File: src/rtl/id_operand_fetch.sv
// id_operand_fetch: decode / operand-fetch stage in front of the 32x32 register file.
// Holds one instruction, waits out read-after-write hazards against a busy
// scoreboard, reads the register file, then presents operands to execute.
//
// state | meaning
// IDLE  | empty; accepts an instruction when in_valid
// READ  | instruction held; waits for sources to clear, then reads the register file
// OUT   | operands and decoded control presented; waits for out_ready
module id_operand_fetch #(
  parameter int DATA_W = 32,
  parameter int ADDR_W = 5
) (
  input  logic              clk,
  input  logic              rst_n,
  input  logic              flush,
  input  logic              in_valid,
  input  logic [DATA_W-1:0] in_instr,
  output logic              in_ready,
  output logic [ADDR_W-1:0] read_reg1,
  output logic              read_en1,
  output logic [ADDR_W-1:0] read_reg2,
  output logic              read_en2,
  input  logic [DATA_W-1:0] read_data1_i,
  input  logic [DATA_W-1:0] read_data2_i,
  input  logic              wb_en,
  input  logic [ADDR_W-1:0] wb_reg,
  output logic              out_valid,
  input  logic              out_ready,
  output logic [DATA_W-1:0] out_op_a,
  output logic [DATA_W-1:0] out_op_b,
  output logic [DATA_W-1:0] out_imm,
  output logic [5:0]        out_opcode,
  output logic [5:0]        out_funct,
  output logic [ADDR_W-1:0] out_rd,
  output logic              out_wen
);

  localparam int NREG = 1 << ADDR_W;

  typedef enum logic [1:0] {
    IDLE = 2'd0,
    READ = 2'd1,
    OUT  = 2'd2
  } state_t;

  state_t            state_q, state_d;
  logic [DATA_W-1:0] instr_q, instr_d;
  logic              in_ready_q, in_ready_d;
  logic              out_valid_q, out_valid_d;
  logic [NREG-1:0]   busy_q, busy_d;

  logic [5:0]        opcode;
  logic [5:0]        funct;
  logic [ADDR_W-1:0] rs, rt, rd, dest;
  logic [15:0]       imm16;
  logic              use_rs, use_rt, has_dest, wen;
  logic [DATA_W-1:0] imm;
  logic              blocked1, blocked2, stall, out_fire;

  assign opcode = instr_q[DATA_W-1 -: 6];
  assign funct  = instr_q[5:0];
  assign rs     = instr_q[21 +: ADDR_W];
  assign rt     = instr_q[16 +: ADDR_W];
  assign rd     = instr_q[11 +: ADDR_W];
  assign imm16  = instr_q[15:0];

  // Decode source usage and destination of the held instruction.
  always_comb begin
    use_rs   = 1'b0;
    use_rt   = 1'b0;
    has_dest = 1'b0;
    dest     = '0;
    case (opcode)
      6'h00: begin
        use_rs   = 1'b1;
        use_rt   = 1'b1;
        has_dest = 1'b1;
        dest     = rd;
      end
      6'h08, 6'h09, 6'h0A, 6'h0B, 6'h0C, 6'h0D, 6'h0E, 6'h0F, 6'h23: begin
        use_rs   = 1'b1;
        has_dest = 1'b1;
        dest     = rt;
      end
      6'h2B, 6'h04, 6'h05: begin
        use_rs = 1'b1;
        use_rt = 1'b1;
      end
      default: ;
    endcase
    wen = has_dest && (dest != '0);
  end

  // Immediate extension: logical ops zero-extend, lui shifts up, R-type has none.
  always_comb begin
    imm = {{(DATA_W-16){imm16[15]}}, imm16};
    case (opcode)
      6'h00:               imm = '0;
      6'h0C, 6'h0D, 6'h0E: imm = {{(DATA_W-16){1'b0}}, imm16};
      6'h0F:               imm = {imm16, {(DATA_W-16){1'b0}}};
      default: ;
    endcase
  end

  // A writeback in this cycle lands at negedge, before the posedge read, so it unblocks now.
  always_comb begin
    blocked1 = use_rs && (rs != '0) && busy_q[rs] && !(wb_en && (wb_reg == rs));
    blocked2 = use_rt && (rt != '0) && busy_q[rt] && !(wb_en && (wb_reg == rt));
    stall    = blocked1 || blocked2;
    out_fire = out_valid_q && out_ready;
  end

  // Next-state, instruction capture and registered handshake outputs.
  always_comb begin
    state_d = state_q;
    instr_d = instr_q;
    case (state_q)
      IDLE: begin
        if (!flush && in_valid && in_ready_q) begin
          state_d = READ;
          instr_d = in_instr;
        end
      end
      READ: begin
        if (flush)       state_d = IDLE;
        else if (!stall) state_d = OUT;
      end
      OUT: begin
        if (flush || out_ready) state_d = IDLE;
      end
      default: state_d = IDLE;
    endcase
    in_ready_d  = (state_d == IDLE);
    out_valid_d = (state_d == OUT);
  end

  // Scoreboard: set on issue to execute (wins over a same-index clear), never for r0.
  always_comb begin
    busy_d = busy_q;
    if (wb_en) busy_d[wb_reg] = 1'b0;
    if (out_fire && wen && !flush) busy_d[dest] = 1'b1;
    busy_d[0] = 1'b0;
  end

  // FSM state, held instruction and registered handshake outputs.
  always_ff @(posedge clk or negedge rst_n) begin
    if (!rst_n) begin
      state_q     <= IDLE;
      instr_q     <= '0;
      in_ready_q  <= 1'b0;
      out_valid_q <= 1'b0;
    end else begin
      state_q     <= state_d;
      instr_q     <= instr_d;
      in_ready_q  <= in_ready_d;
      out_valid_q <= out_valid_d;
    end
  end

  // Busy bits for in-flight destinations.
  always_ff @(posedge clk or negedge rst_n) begin
    if (!rst_n) busy_q <= '0;
    else        busy_q <= busy_d;
  end

  assign in_ready   = in_ready_q;
  assign out_valid  = out_valid_q;
  assign read_reg1  = rs;
  assign read_reg2  = rt;
  assign read_en1   = (state_q == READ) && !stall && use_rs;
  assign read_en2   = (state_q == READ) && !stall && use_rt;
  // Register file data is held stable in OUT since the read enables are low there.
  assign out_op_a   = (out_valid_q && use_rs) ? read_data1_i : '0;
  assign out_op_b   = (out_valid_q && use_rt) ? read_data2_i : '0;
  assign out_imm    = imm;
  assign out_opcode = opcode;
  assign out_funct  = funct;
  assign out_rd     = has_dest ? dest : '0;
  assign out_wen    = wen;

endmodule

File: config.mk
export PLATFORM = sky130hd
export DESIGN_NAME = id_operand_fetch
export DESIGN_NICKNAME = d
export VERILOG_FILES = /design/src/rtl/id_operand_fetch.sv
export SDC_FILE = /design/constraint.sdc
export NUM_CORES = 1
export LEC_CHECK = 0
export CAP_MARGIN = 20
export CORE_UTILIZATION = 43
export DETAILED_ROUTE_END_ITERATION = 16
export PLACE_DENSITY_LB_ADDON = 0.08
export SKIP_CTS_REPAIR_TIMING = 1
export SLEW_MARGIN = 20
export SYNTH_ARGS = -nofsm -noshare
export SYNTH_HDL_FRONTEND = slang
export SYNTH_SLANG_ARGS = --single-unit
File: constraint.sdc
create_clock -name clk -period 6.45 [get_ports clk]
set_input_delay 0.645 -clock clk [delete_from_list [all_inputs] [get_ports clk]]
set_output_delay 0.645 -clock clk [all_outputs]
set_load 0.01 [all_outputs]
==> metrics.sh <==
SYNTH_CELLS=464
SETUP_WS_NS=2.407
FINAL_CRITICAL_PATH_REQUIRED_PERIOD_NS=4.043
SYNTHESIS.NETS=571
WORST-SLEW-PIN-TRANSITION_NS=1.054
HOLD_VIOLATIONS=0
HIGHEST_FANOUT_SEEN_ON_THE_CRITICAL_PATH=14
DIE-WIDTH_UM=103.1
POWER.SEQUENTIAL.FRACTION_PCT=31.7
CLOCK_PATH_BUFFERS=2
HOLD_PATH_CLASS='in -> async'
PRE_CTS_WS_NS=2.800
POWER.STATIC_LEAKAGE_nW=2.992
YOSYS-TOP-CELLS-COUNT='sky130_fd_sc_hd__dfrtp_1 (67), sky130_fd_sc_hd__and3_1 (66), sky130_fd_sc_hd__o21ai_0 (64)'
SHARE_CLK_OF_TOTAL_POWER_PCT=17.4
DRIVE_GT1_SHARE_PCT=10.54
COMBINATIONALPOWERSHARE_PCT=50.8
FIN_SETUP_TNS_NS=0
DIE_H_UM=103.1
PATH_TYPE_OF_THE_WORST_SETUP_PATH='reg -> out'
NUMBER_OF_GLOBAL_ROUTE_VIAS_BEFORE_REPAIR=4280
HALF_PERIMETER_WIRE_LENGTH_OF_THE_DETAILED_PLACEMENT_RESULT_MM=11.97
CRITPATHCAPTURETYPE='output pin'
ANTENNADIODECOUNT=0
DRCVIOLATIONCOUNT=0
OUTCOME='completed'
MET2_LENGTH_MM=7.905
CRIT_REQUIRED_NS=5.80
COUNT_OF_TRITONROUTE_ITERATIONS_IN_THE_FIRST_ROUTING_PASS=5
SYNTHTOPCELLSBYAREA='sky130_fd_sc_hd__dfrtp_1 (38%), sky130_fd_sc_hd__and3_1 (9.4%), sky130_fd_sc_hd__mux2_2 (8.2%)'
MAPPEDNETLISTAREA_MM2=0.004392
CTS.SINK_COUNT=67
GLOBALROUTETOTALUTIL_PCT=29.04
POWER.SWITCHING_mW=0.8827
INTPOWER_mW=1.388
FLOORPLAN.INITIALDENSITY_PCT=44.72
PLACE_INST=781
MET1WIRELENGTH_MM=5.986
XOR_XNOR_FRACTION_OF_SYNTH_AREA_PCT=1.994
OVERFLOW=0
POST-SYNTH-TOP-AREA-FRACTION_PCT=38.18
NUMBER_OF_CELLS_IN_THE_FINISHED_LAYOUT_APART_FROM_FILLERS=797
SYNTH.YOSYS.WARNINGS=0
SYNTH_COMPOUND_GATE_AREA_SHARE_PCT=15.16
FINAL_ANTENNA_NET_COUNT=0
DIEAREA_MM2=0.01062
SWITCHING_SHARE_PCT=38.87
SYNTH_ADDER_AREA_SHARE_PCT=0
VIAS_PER_CELL=5.671
FRACTION_OF_SYNTHESIZED_AREA_IN_MULTIPLEXERS_PCT=15.87
YOSYS.AREA_SHARE.SIMPLE_PCT=21.60
DETAILED_PLACE.AREA_MM2=0.006645
CTS.HTREE.LEVELS=3
ROUTED_LENGTH_PER_INSTANCE_UM=19.74
ROUTE.TOP_LAYER_USED='met4'
TIMING.MAX_SLEW.REL_SLACK_PCT=29.54
MAX_FREQ_GHz=0.2473
DR_TOTAL_VIAS=4520
SYNTH_TOP_AREA_CELL='sky130_fd_sc_hd__dfrtp_1'
PLACEMENT_ROWS=36
NETLIST-CELL-TYPE-COUNT=46
SYNTH.MOST_COMMON_CELL='sky130_fd_sc_hd__dfrtp_1'
FINAL_DESIGN_UTILIZATION_PCT=70.01
SYNTHESIS.AREA_PER_INSTANCE_UM2=9.465
SEQUENTIAL_AREA_SHARE_AFTER_SYNTHESIS_PCT=38.18
GRT_START_MAX_NET_PINS=68
FINAL_MIN_PERIOD_OVER_CLOCK_PERIOD_PCT=62.68
FIN_SKEW_NS=0.007914
SYNTH.FF_LATCH_COUNT=67
DETAILED_ROUTE_WIRE_LENGTH_MM=15.73
CRIT_PATH_START_KIND='register'
FINAL_CELL_AREA_MM2=0.006874
FLOW.AREA_GROWTH_FROM_SYNTHESIS_PCT=56.52
SYNTHFLOPTYPE='sky130_fd_sc_hd__dfrtp_1'
GRT_PASS1_WL_MM=22.79
ROUTED-WL-MET3_MM=1.272
FINALNETCOUNT=766
LARGEST_FAMILY_OF_LOGIC_CELLS_BY_SYNTHESIZED_AREA='simple AND/OR/NAND/NOR gates'
SYNTH_ENABLE_FLOP_CELLS=0
DRV.MAX_CAP_VIOLATION_COUNT=0
FINALMAXSLEWVIOLATIONS=0
CTS-BUFFERS-INSERTED=9
CLK_ROOT_BUFFER_CELL='sky130_fd_sc_hd__clkbuf_8'
SETUP_REPAIR_AFTER_GLOBAL_ROUTING_MISSED_ITS_MARGIN='false'
IO_BUFFERS=234
CLOCK_LATENCY_NS=0.35
INITIAL_ANTENNA_VIOLATION_COUNT=0
WORST_EP_ARRIVAL_TIME_NS=3.40
REGISTER_TO_REGISTER_SETUP_SLACK_NS=3.88
WORST_IR_DROP_ON_VDD_V=0.0002417
P_PER_AREA_mW_PER_MM2=330.3
FINAL_TOTAL_PWR_mW=2.271
PLACE_CONGESTION=0.9361
PATH_CLK_SLEW_NS=0.07
HOLD_WS_NS=0.4744
POSTSYNTH.ASYNCRESETSHARE_PCT=100.0
DETAIL_ROUTE.ITER0.VIOLATIONS=296
SETUP-VIOLATIONS-FINAL=0
CORE-AREA_MM2=0.009819
TRITONCTS_CLOCK_TREE='yes'
TOP_LEVEL_PORTS=235
==> final timing paths <==
check	startpoint	end	cells past startpoint
max in group asynchronous	rst_n	instr_q[10]$_DFFE_PN0P_	2
worst max register to register	instr_q[18]$_DFFE_PN0P_	state_q[0]$_DFF_PN0_	6
worst min register to register	busy_q[10]$_DFF_PN0_	busy_q[10]$_DFF_PN0_	2
worst max-delay path	instr_q[18]$_DFFE_PN0P_	read_en2	7
min in group clk	busy_q[10]$_DFF_PN0_	busy_q[10]$_DFF_PN0_	2
worst min-delay path	rst_n	busy_q[9]$_DFF_PN0_	2
==> metal layers <==
metal,GRT usage [%],up-vias
met5,0,-
met4,13.87,0
met3,7.119,45
met2,48.92,250
met1,34.94,2168
li1,-,2057
==> placed cells by master (no fill, tap or decap), types with 3 or more instances in the layout <==
cell | Yosys | layout
sky130_fd_sc_hd__nand2_1 | 21 | 21
sky130_fd_sc_hd__and3_1 | 66 | 66
sky130_fd_sc_hd__clkbuf_8 | 0 | 9
sky130_fd_sc_hd__mux2i_1 | 7 | 7
sky130_fd_sc_hd__nand2b_1 | 4 | 4
sky130_fd_sc_hd__a21o_1 | 16 | 16
sky130_fd_sc_hd__o21ai_1 | 9 | 9
sky130_fd_sc_hd__inv_1 | 6 | 6
sky130_fd_sc_hd__nor2_1 | 16 | 14
sky130_fd_sc_hd__nand3_1 | 10 | 10
sky130_fd_sc_hd__xor2_1 | 8 | 8
sky130_fd_sc_hd__clkdlybuf4s50_1 | 0 | 233
sky130_fd_sc_hd__dfrtp_1 | 67 | 67
sky130_fd_sc_hd__mux4_2 | 9 | 9
sky130_fd_sc_hd__or3b_2 | 3 | 3
sky130_fd_sc_hd__buf_4 | 23 | 4
sky130_fd_sc_hd__nor2b_1 | 6 | 6
sky130_fd_sc_hd__clkinv_4 | 0 | 4
sky130_fd_sc_hd__a21oi_1 | 3 | 3
sky130_fd_sc_hd__mux2_2 | 32 | 32
sky130_fd_sc_hd__o21ai_0 | 64 | 64
sky130_fd_sc_hd__or3_1 | 4 | 4
sky130_fd_sc_hd__and2_1 | 16 | 16
sky130_fd_sc_hd__nand3b_1 | 9 | 9
sky130_fd_sc_hd__nor3_1 | 3 | 3
==> power by group through the flow <==
stage / Sequential [mW] / Combinational, mW / Clock [mW]
after floorplan: 0.612 / 0.718 / 0
after global placement: 0.715 / 1.13 / 0
after detailed placement: 0.724 / 1.15 / 0
after CTS: 0.716 / 1.16 / 0.402
after global routing: 0.743 / 1.24 / 0.417
final: 0.721 / 1.15 / 0.396
==> cell type report <==
cell class,count,area (µm²)
fill,812,2945
clock buffer,9,123.9
timing repair buffer,238,2367
clock inverter,7,102.6
tap,133,166.4
sequential,67,1677
multi-input combinational,337,2415
inverter,6,22.52
==> state kept, by name, indices dropped and copies added (netlist names) <==
| register | cells |
|---|---|
| out_valid | 1 |
| state_q | 2 |
| busy_q | 31 |
| in_ready | 1 |
| instr_q | 32 |
==> critical path: stages (launching register included) <==
cell and delay [ns]:
sky130_fd_sc_hd__dfrtp_1 0.76, sky130_fd_sc_hd__mux4_1 0.63, sky130_fd_sc_hd__mux2_2 0.27, sky130_fd_sc_hd__or3_1 0.32, sky130_fd_sc_hd__nand4b_2 0.13, sky130_fd_sc_hd__o221ai_2 0.17, sky130_fd_sc_hd__nor3_1 0.18, sky130_fd_sc_hd__clkdlybuf4s50_1 0.57
==> cells by family (layout without fill, tap and decap cells) <==
| logic type | after synthesis | in the layout |
|---|---|---|
| DFF | 67 | 67 |
| muxes | 51 | 51 |
| AOI/OAI and AO/OA | 112 | 112 |
| xor gates and xnor gates | 10 | 10 |
| buffers and inverters | 60 | 260 |
| and+or+nand+nor | 164 | 164 |
No activity file was read; power rests on OpenSTA's default activity.
